### config.mk
export PLATFORM = sky130hd
export DESIGN_NAME = traffic_signal_monitor
export DESIGN_NICKNAME = d
export VERILOG_FILES = /design/src/rtl/traffic_pkg.sv /design/src/rtl/traffic_signal_monitor_lamp_flasher.sv /design/src/rtl/traffic_signal_monitor.sv
export SDC_FILE = /design/constraint.sdc
export NUM_CORES = 1
export LEC_CHECK = 0
export ABC_CLOCK_PERIOD_IN_PS = 1760
export CORE_UTILIZATION = 52
export DETAILED_ROUTE_END_ITERATION = 8
export PLACE_DENSITY = 0.87
export SLEW_MARGIN = 20
export SYNTH_ARGS = -nofsm -noshare
export SYNTH_HDL_FRONTEND = slang
export SYNTH_SLANG_ARGS = --single-unit
### constraint.sdc
create_clock -name clk -period 1.76 [get_ports clk]
set_input_delay 0.352 -clock clk [delete_from_list [all_inputs] [get_ports clk]]
set_output_delay 0.352 -clock clk [all_outputs]
set_load 0.03 [all_outputs]
### src/rtl/traffic_pkg.sv
// Shared lamp encodings, fault codes and monitor state for the traffic signal monitor.
package traffic_pkg;

  localparam int unsigned LAMP_W = 3;

  localparam logic [LAMP_W-1:0] LAMP_RED    = 3'b100;
  localparam logic [LAMP_W-1:0] LAMP_YELLOW = 3'b010;
  localparam logic [LAMP_W-1:0] LAMP_GREEN  = 3'b001;
  localparam logic [LAMP_W-1:0] LAMP_OFF    = 3'b000;

  typedef enum logic [1:0] {
    FAULT_NONE         = 2'b00,
    FAULT_INVALID      = 2'b01,
    FAULT_CONFLICT     = 2'b10,
    FAULT_SHORT_YELLOW = 2'b11
  } fault_code_e;

  typedef enum logic {
    ST_MONITOR = 1'b0,
    ST_FAULT   = 1'b1
  } mon_state_e;

  // A legal aspect is exactly one lamp lit.
  function automatic logic lamp_valid(input logic [LAMP_W-1:0] aspect);
    return (aspect == LAMP_RED) || (aspect == LAMP_YELLOW) || (aspect == LAMP_GREEN);
  endfunction

endpackage

### src/rtl/traffic_signal_monitor_lamp_flasher.sv
// Fault flash timing. on_phase is the phase the lamps take at the next edge; while disabled
// the counter sits preloaded so the first half-period after enable rises is the on phase.
module lamp_flasher #(
  parameter int unsigned HALF_PERIOD = 5
) (
  input  logic clk,
  input  logic reset,
  input  logic enable,
  output logic on_phase
);

  localparam int unsigned   CW          = (HALF_PERIOD > 1) ? $clog2(HALF_PERIOD) : 1;
  localparam logic [CW-1:0] CNT_LAST    = CW'(HALF_PERIOD - 1);
  localparam logic [CW-1:0] CNT_PRELOAD = CW'((HALF_PERIOD > 1) ? 1 : 0);
  localparam logic          ON_PRELOAD  = (HALF_PERIOD > 1);

  logic [CW-1:0] r_cnt;

  always_ff @(posedge clk or posedge reset) begin
    if (reset) begin
      r_cnt    <= CNT_PRELOAD;
      on_phase <= ON_PRELOAD;
    end else if (!enable) begin
      r_cnt    <= CNT_PRELOAD;
      on_phase <= ON_PRELOAD;
    end else if (r_cnt == CNT_LAST) begin
      r_cnt    <= '0;
      on_phase <= ~on_phase;
    end else begin
      r_cnt <= r_cnt + CW'(1);
    end
  end

endmodule

### src/rtl/traffic_signal_monitor.sv
// Safety stage between the controller and the lamps: passes legal aspects, latches faults and
// flashes red until cleared. `define MONITOR_YELLOW_CHECK_EN adds the short-yellow check.
module traffic_signal_monitor
  import traffic_pkg::*;
#(
  parameter int unsigned MIN_YELLOW_CYCLES = 3,
  parameter int unsigned FLASH_HALF_PERIOD = 5
) (
  input  logic       clk,
  input  logic       reset,
  input  logic [2:0] light_main,
  input  logic [2:0] light_side,
  input  logic       fault_clear,
  output logic [2:0] lamp_main,
  output logic [2:0] lamp_side,
  output logic       fault,
  output logic [1:0] fault_code
);

  mon_state_e  r_state;
  fault_code_e w_cause;
  logic        w_valid;
  logic        w_conflict;
  logic        w_short;
  logic        w_exit;
  logic        w_on_phase;

`ifdef MONITOR_YELLOW_CHECK_EN
  localparam int unsigned   YW    = (MIN_YELLOW_CYCLES > 0) ? $clog2(MIN_YELLOW_CYCLES + 1) : 1;
  localparam logic [YW-1:0] Y_MIN = YW'(MIN_YELLOW_CYCLES);

  logic [YW-1:0] r_ycnt_main;
  logic [YW-1:0] r_ycnt_side;
  logic          r_prev_y_main;
  logic          r_prev_y_side;
  logic          w_y_main;
  logic          w_y_side;

  assign w_y_main = (light_main == LAMP_YELLOW);
  assign w_y_side = (light_side == LAMP_YELLOW);

  // Leaving yellow early, or straight to green, is a short yellow.
  assign w_short =
      (r_prev_y_main && !w_y_main && ((light_main == LAMP_GREEN) || (r_ycnt_main < Y_MIN))) ||
      (r_prev_y_side && !w_y_side && ((light_side == LAMP_GREEN) || (r_ycnt_side < Y_MIN)));

  always_ff @(posedge clk or posedge reset) begin
    if (reset) begin
      r_ycnt_main   <= '0;
      r_ycnt_side   <= '0;
      r_prev_y_main <= 1'b0;
      r_prev_y_side <= 1'b0;
    end else begin
      r_prev_y_main <= w_y_main;
      r_prev_y_side <= w_y_side;
      if (r_state == ST_MONITOR && w_cause == FAULT_NONE) begin
        r_ycnt_main <= !w_y_main ? '0 : (r_ycnt_main == Y_MIN) ? r_ycnt_main : r_ycnt_main + YW'(1);
        r_ycnt_side <= !w_y_side ? '0 : (r_ycnt_side == Y_MIN) ? r_ycnt_side : r_ycnt_side + YW'(1);
      end else if (r_state == ST_FAULT && w_exit) begin
        r_ycnt_main <= YW'(w_y_main);
        r_ycnt_side <= YW'(w_y_side);
      end else begin
        r_ycnt_main <= '0;
        r_ycnt_side <= '0;
      end
    end
  end
`else
  assign w_short = 1'b0;
`endif

  always_comb begin
    w_valid    = lamp_valid(light_main) && lamp_valid(light_side);
    w_conflict = w_valid && (light_main != LAMP_RED) && (light_side != LAMP_RED);
    w_exit     = fault_clear && w_valid && !w_conflict;
    w_cause    = FAULT_NONE;
    if (!w_valid)        w_cause = FAULT_INVALID;
    else if (w_conflict) w_cause = FAULT_CONFLICT;
    else if (w_short)    w_cause = FAULT_SHORT_YELLOW;
  end

  lamp_flasher #(
    .HALF_PERIOD(FLASH_HALF_PERIOD)
  ) u_flasher (
    .clk     (clk),
    .reset   (reset),
    .enable  (r_state == ST_FAULT),
    .on_phase(w_on_phase)
  );

  always_ff @(posedge clk or posedge reset) begin
    if (reset) begin
      r_state    <= ST_MONITOR;
      lamp_main  <= LAMP_RED;
      lamp_side  <= LAMP_RED;
      fault      <= 1'b0;
      fault_code <= FAULT_NONE;
    end else begin
      case (r_state)
        ST_MONITOR: begin
          if (w_cause != FAULT_NONE) begin
            r_state    <= ST_FAULT;
            fault      <= 1'b1;
            fault_code <= w_cause;
            lamp_main  <= LAMP_RED;
            lamp_side  <= LAMP_RED;
          end else begin
            lamp_main <= light_main;
            lamp_side <= light_side;
          end
        end
        ST_FAULT: begin
          if (w_exit) begin
            r_state    <= ST_MONITOR;
            fault      <= 1'b0;
            fault_code <= FAULT_NONE;
            lamp_main  <= light_main;
            lamp_side  <= light_side;
          end else begin
            lamp_main <= w_on_phase ? LAMP_RED : LAMP_OFF;
            lamp_side <= w_on_phase ? LAMP_RED : LAMP_OFF;
          end
        end
        default: r_state <= ST_MONITOR;
      endcase
    end
  end

endmodule

==> impl_metrics.py, run 1 <==
metrics = {
    "synth": {
        "synth_nets": 84,
        "synthArstFlopShare_pct": 100,
        "synth-compound-area-share_pct": 24.7,
        "ys.flop_type": "dfrtp_1",
        "seq_area_frac_synth_pct": 43.9,
        "syn_area_sq_um": 810,
        "synth-xor-area-share_pct": 2.16,
        "synth_cells": 73,
        "synth-seq-cells": 14,
        "synth_top_area_share_pct": 30.9,
        "ys_types": 33,
        "synth_area_leader_cell": "dfrtp_1",
        "synthMostInstantiatedCell": "dfrtp_1",
        "synth_top_family_by_area": "compound AO/OA/AOI/OAI gates",
        "synth_commonest_cells": "dfrtp_1, inv_1, and2_1, dfstp_2, nand2_1",
        "yosys.area_share.simple_pct": 20.2,
        "yosysWarningCount": 0,
        "synthAdderAreaFrac_pct": 3.09,
        "synth_edf_count": 0,
        "synth.mux.area_fraction_pct": 0,
        "synth.avg_cell_area_sq_um": 11.1,
        "netlist_top_cells_area": "dfrtp_1, dfstp_2, a211oi_4",
    },
    "run_status": {
        "outcome": "finished, final reports clean",
    },
    "worst_setup_path": {
        "r2r_start": "r_state$_DFF_PP0_",
        "reg2reg_setup_slack_ns": 0.49,
        "crit_chain": "clkdlybuf4s50_1",
        "startpoint_type": "flip-flop",
        "critPathRequiredTime_ns": 1.41,
        "cp_num_buf_inv": 1,
        "cp_top_family": "buffers and inverters",
        "cpPeakStageDelay_ns": 0.68,
        "arrival_ns": 1.35,
        "worstRegToRegCells": 3,
        "cp-end-kind": "output pin",
        "path_max_fanout": 3,
        "worstReg2RegEnd": "lamp_side[0]$_DFF_PP0_",
        "crit_type": "flip-flop to output pin",
        "critPathSlowestCell": "clkdlybuf4s50_1",
    },
    "floorplan": {
        "io_pins": 18,
        "rows": 13,
        "fp.dieW_um": 41.5,
        "initial_core_util_pct": 59.2,
        "die-area_sq_mm": 0.00172,
        "core_area_sq_mm": 0.00137,
        "die_height_um": 41.5,
    },
    "layout": {
        "fin_nets": 113,
        "diodes": 0,
        "final_cells": 116,
        "area_delta_synth_final_pct": 37.9,
        "final_area_sq_mm": 0.00112,
        "drive_gt1_share_pct": 28.7,
        "fin_util_pct": 81.7,
        "fill_cells": 86,
    },
    "clock_network": {
        "cts_tree": "built",
        "clk_latency_ns": 0.28,
        "cts_made_buffers": 3,
        "cts_max_level": 1,
        "clk_pin_slew_ns": 0.09,
        "hold_buffers": 0,
        "root_buffer": "clkbuf_4",
        "clock-sinks": 14,
        "ctsLongestPathBuffers": 2,
    },
    "power": {
        "power.leakage_nw": 0.523,
        "ir_drop_v": 0.000722,
        "power.total_mw": 1.18,
        "p_per_area_mw_per_mm2": 1060,
    },
    "timing": {
        "maxSlewHeadroom_pct": 66.5,
        "finalMaxSlewViolations": 0,
        "period_share_pct": 96.8,
        "setup_viol": 0,
        "finClkSkew_ns": 0.00454,
        "tightest_slew_ns": 0.502,
        "finalHoldViolCount": 0,
        "whs_ns": 0.387,
        "timing.final.ws_setup_ns": 0.0571,
        "grt_setup_unrepaired": "no",
        "max_freq_ghz": 0.587,
        "fin_setup_tns_ns": 0,
        "period_needed_ns": 1.70,
    },
    "place": {
        "pre_cts_ws_ns": -0.280,
        "io_buffers": 17,
        "gp_congestion": 0.876,
        "placed_cell_area_sq_mm": 0.00104,
        "dp_hpwl_um": 1310,
        "placed_cells": 110,
    },
    "drt": {
        "via_per_inst": 5.81,
        "drcViolationCount": 0,
        "wl_per_cell_um": 16.5,
        "first_iter_violations": 24,
        "first_pass_iters": 4,
        "routed_wl_um": 1910,
        "via_count": 674,
        "drtAntennaViolNets": 0,
    },
    "global_route": {
        "grt_overflow": 0,
        "grt_start_max_net_pins": 15,
        "grt_pass1_vias": 660,
        "grt_antenna_before_repair": 0,
        "grt_use_total_pct": 22.0,
        "grt_pass1_wl_um": 2890,
    },
    "job": {
        "drv_cap": 0,
    },
    "min_path": {
        "hold_path_class": "primary input to async pin",
    },
}
[final cells by class]
| class | instances | area, sq um | share of cell area (%) |
|---|---|---|---|
| multi-input combinational | 47 | 413 | 37.0 |
| sequential | 14 | 355 | 31.8 |
| timing repair buffer | 27 | 259 | 23.2 |
| clock buffer | 4 | 36.3 | 3.25 |
| inverter | 9 | 33.8 | 3.03 |
| tap | 15 | 18.8 | 1.68 |
[sequential cells by signal, summed over array words and instances, names as in the netlist]
| signal | cells |
|---|---|
| r_state | 1 |
| lamp_main | 3 |
| u_flasher.r_cnt | 3 |
| lamp_side | 3 |
| u_flasher.on_phase | 1 |
| fault_code | 2 |
| fault | 1 |
[power by group]
part	switching (mW)	internal [mW]	leakage, nW
registers	0.0497	0.443	0.168
logic	0.243	0.217	0.333
clock network	0.104	0.126	0.0210
total	0.397	0.786	0.523
[how the worst max path moves through the flow]
stage	startpoint	to	slack [ns]	cells after the start
after floorplan	light_side[1]	lamp_main[0]$_DFF_PP0_	0.31	5
after global placement	light_side[1]	lamp_main[0]$_DFF_PP0_	-0.24	5
after detailed placement	light_side[1]	lamp_main[1]$_DFF_PP0_	-0.28	5
after CTS	light_side[2]	lamp_side[1]$_DFF_PP0_	0.02	5
after global routing	fault_code[1]$_DFFE_PP0P_	fault_code[1]	0.001	1
final	fault_code[1]$_DFFE_PP0P_	fault_code[1]	0.06	1
[per-layer routing]
| metal | part of all wire, % | GRT usage (%) | routed length (um) |
|---|---|---|---|
| met5 | 0 | 0 | 0 |
| met2 | 51 | 37.8 | 974 |
| met3 | 4.0 | 4.35 | 77 |
| met4 | 0.52 | 5.81 | 10 |
| met1 | 44 | 28.0 | 850 |
[kinds of logic (layout without fill, tap and decap cells)]
kind of cell / Yosys count / in the layout
adder cells (fa/ha/maj): 2 / 2
AO/OA/AOI/OAI: 22 / 22
AND/OR/NAND/NOR: 21 / 21
buffers and inverters: 12 / 40
XOR/XNOR: 2 / 2
flip-flops: 14 / 14
[timing repair]
item                                    4_1_cts  5_1_grt
gates resized for setup                       2        7
pin swaps                                     0        6
gates cloned                                  0        0
buffers inserted                              0        2
endpoints found under the setup margin        2       10
[placed cells by master, fill, tap and decap left out, drive strengths merged, types with 2 or more instances in the layout]
cell type	synthesis	final
and2	5	5
dfstp	4	4
nor2b	2	2
and4bb	2	2
a2bb2oi	2	2
a22oi	2	2
o21ai	4	4
buf	2	10
clkdlybuf4s50	0	10
dlymetal6s2s	0	5
xor2	2	2
clkbuf	1	4
dfrtp	10	10
dlygate4sd2	0	2
inv	9	9
a211oi	2	2
ha	2	2
nor3b	4	4
nand2	4	4
a21oi	2	2
o21a	2	2
(Power assumes the default switching activity.)
==> run 2: changes to the inputs <==
- ABC_CLOCK_PERIOD_IN_PS: 1760 -> 1800
- CORE_UTILIZATION: 52 -> 45
- PLACE_DENSITY: 0.87 -> 0.77
- clock period: 1.76 -> 1.8 ns (I/O delays scaled with it)
==> run 2 against run 1 <==
Clock power shrank 6%. First-iteration DRC count is 83% lower. Sequential share of layout area is 0.39 points lower. Critical path type is now primary input to flip-flop. Die area up 15%.
==> impl_metrics.py, run 2 (same netlist as run 1, synthesis figures left out) <==
metrics = {
    "worst_setup_path": {
        "worstReg2RegEnd": "lamp_side[0]$_DFF_PP0_",
        "arrival_ns": 1.96,
        "reg2reg_setup_slack_ns": 0.55,
        "startpoint_type": "primary input",
        "critical_path.startpoint": "light_side[2]",
        "cp-end-kind": "flip-flop",
        "worstRegToRegCells": 3,
        "cp-endpoint": "lamp_side[0]$_DFF_PP0_",
        "critPathRequiredTime_ns": 2.02,
        "r2r_start": "r_state$_DFF_PP0_",
        "path_max_fanout": 7,
        "crit_type": "primary input to flip-flop",
    },
    "drt": {
        "drtAntennaViolNets": 0,
        "first_iter_violations": 4,
        "via_count": 631,
        "first_pass_iters": 4,
        "drcViolationCount": 0,
        "wl_per_cell_um": 12.3,
        "via_per_inst": 4.97,
        "routed_wl_um": 1560,
    },
    "layout": {
        "reg_top3": "lamp_main: 3 flops, lamp_side: 3 flops, u_flasher.r_cnt: 3 flops",
        "mostFrequentLayoutCells": "clkdlybuf4s50_1, buf_4, dfrtp_1",
        "final_area_sq_mm": 0.00113,
        "drive_gt1_share_pct": 30.1,
        "multiInputGateArea_sq_um": 409,
        "ff_latch_area_sq_um": 355,
        "fill_cells": 128,
        "fin_nets": 115,
        "area_delta_synth_final_pct": 39.6,
        "diodes": 0,
    },
    "timing": {
        "finClkSkew_ns": 0.00142,
        "period_needed_ns": 1.74,
        "finalMaxSlewViolations": 0,
        "timing.final.ws_setup_ns": 0.0552,
        "grt_setup_unrepaired": "no",
        "max_freq_ghz": 0.573,
        "finalHoldViolCount": 0,
        "period_share_pct": 96.9,
        "tightest_slew_ns": 0.512,
        "setup_viol": 0,
        "maxSlewHeadroom_pct": 65.8,
    },
    "run_status": {
        "outcome": "finished, final reports clean",
    },
    "power": {
        "power.leakage_nw": 0.514,
        "ir_drop_v": 0.000581,
        "p_per_area_mw_per_mm2": 991,
        "power.total_mw": 1.12,
    },
    "floorplan": {
        "die_height_um": 44.4,
        "rows": 14,
        "die-area_sq_mm": 0.00197,
        "initial_core_util_pct": 50.8,
        "io_pins": 18,
        "fp.dieW_um": 44.4,
        "core_area_sq_mm": 0.00159,
    },
    "global_route": {
        "grt_use_total_pct": 20.3,
        "grt_overflow": 0,
        "gr-max-usage-layer": "met2",
        "grt_use_met3_pct": 8.57,
        "grt_pass1_vias": 632,
        "grt_start_max_net_pins": 15,
        "grt_pass1_wl_um": 2770,
        "use_met1_pct": 24.5,
        "grt_antenna_before_repair": 0,
        "met2_usage_pct": 31.8,
    },
    "place": {
        "placed_cell_area_sq_mm": 0.00106,
        "dp_hpwl_um": 1250,
        "pre_cts_ws_ns": -0.262,
        "io_buffers": 17,
        "gp_congestion": 0.817,
    },
    "clock_network": {
        "clk_latency_ns": 0.27,
        "clock-sinks": 14,
        "root_buffer": "clkbuf_4",
        "ctsLongestPathBuffers": 2,
        "cts_tree": "built",
        "cts_max_level": 1,
        "hold_buffers": 0,
        "clk_pin_slew_ns": 0.08,
        "cts_made_buffers": 3,
    },
    "job": {
        "drv_cap": 0,
    },
    "min_path": {
        "hold_path_class": "primary input to async pin",
    },
}
==> run 2: changes by cell type in the layout (fill, tap and decap cells not counted) <==
| cell | previous run | this run |
|---|---|---|
| and2_4 | 0 | 1 |
| buf_4 | 9 | 12 |
| a2bb2oi_2 | 1 | 0 |
| clkdlybuf4s50_1 | 10 | 12 |
| buf_6 | 1 | 0 |
| dlymetal6s2s_1 | 5 | 3 |
| a2bb2oi_1 | 1 | 2 |
| and2_1 | 5 | 4 |
==> run 2: layout make-up <==
class                      instances  area share [%]
clock buffer                       4            3.21
inverter                           9            2.99
multi-input combinational         47            36.2
sequential                        14            31.5
tap                               24            2.66
timing repair buffer              29            23.5
==> run 2: worst min-delay path by stage <==
stage	startpoint	endpoint	slack, ns
final	reset	u_flasher.r_cnt[1]$_DFF_PP0_	0.41
after global routing	reset	u_flasher.r_cnt[1]$_DFF_PP0_	0.45
after CTS	reset	u_flasher.r_cnt[2]$_DFF_PP0_	0.41
after detailed placement	fault$_DFFE_PP0P_	fault$_DFFE_PP0P_	0.52
after global placement	fault$_DFFE_PP0P_	fault$_DFFE_PP0P_	0.52
after floorplan	reset	fault$_DFFE_PP0P_	0.25
==> run 2: where the power goes <==
part	leakage [nW]	internal, mW	switching [mW]
clock	0.0210	0.123	0.0936
sequential	0.168	0.433	0.0433
combinational	0.325	0.205	0.222
==> run 2: per-stage QoR <==
step / instances / TNS, ns / hold slack [ns] / util (%)
2_1_floorplan: 73 / 0 / 0.246 / -
3_3_place_gp: 120 / -1.78 / 0.520 / 66.7
3_5_place_dp: 120 / -2.22 / 0.518 / 66.7
4_1_cts: 124 / 0 / 0.410 / 68.8
5_1_grt: 127 / 0 / 0.450 / 70.9
6_report: 127 / 0 / 0.408 / 70.9
==> run 2: timing repair <==
item | 4_1_cts | 5_1_grt
setup buffers | 0 | 3
cloned | 0 | 0
gates resized for setup | 2 | 4
pin swaps | 0 | 5
setup endpoints to repair | 2 | 9
==> run 2: worst max-delay path: stages <==
cell             delay (ns)
clkdlybuf4s50_1        0.62
and4bb_1               0.29
a22oi_2                0.15
a211oi_4               0.34
and2_4                 0.21
==> run 2: per-layer routing <==
metal / up-vias / wire, um / part of all wire [%]
met5: - / 0 / 0
met4: 0 / 0 / 0
met3: 0 / 75 / 4.8
met2: 15 / 763 / 49
met1: 300 / 724 / 46
li1: 316 / - / -
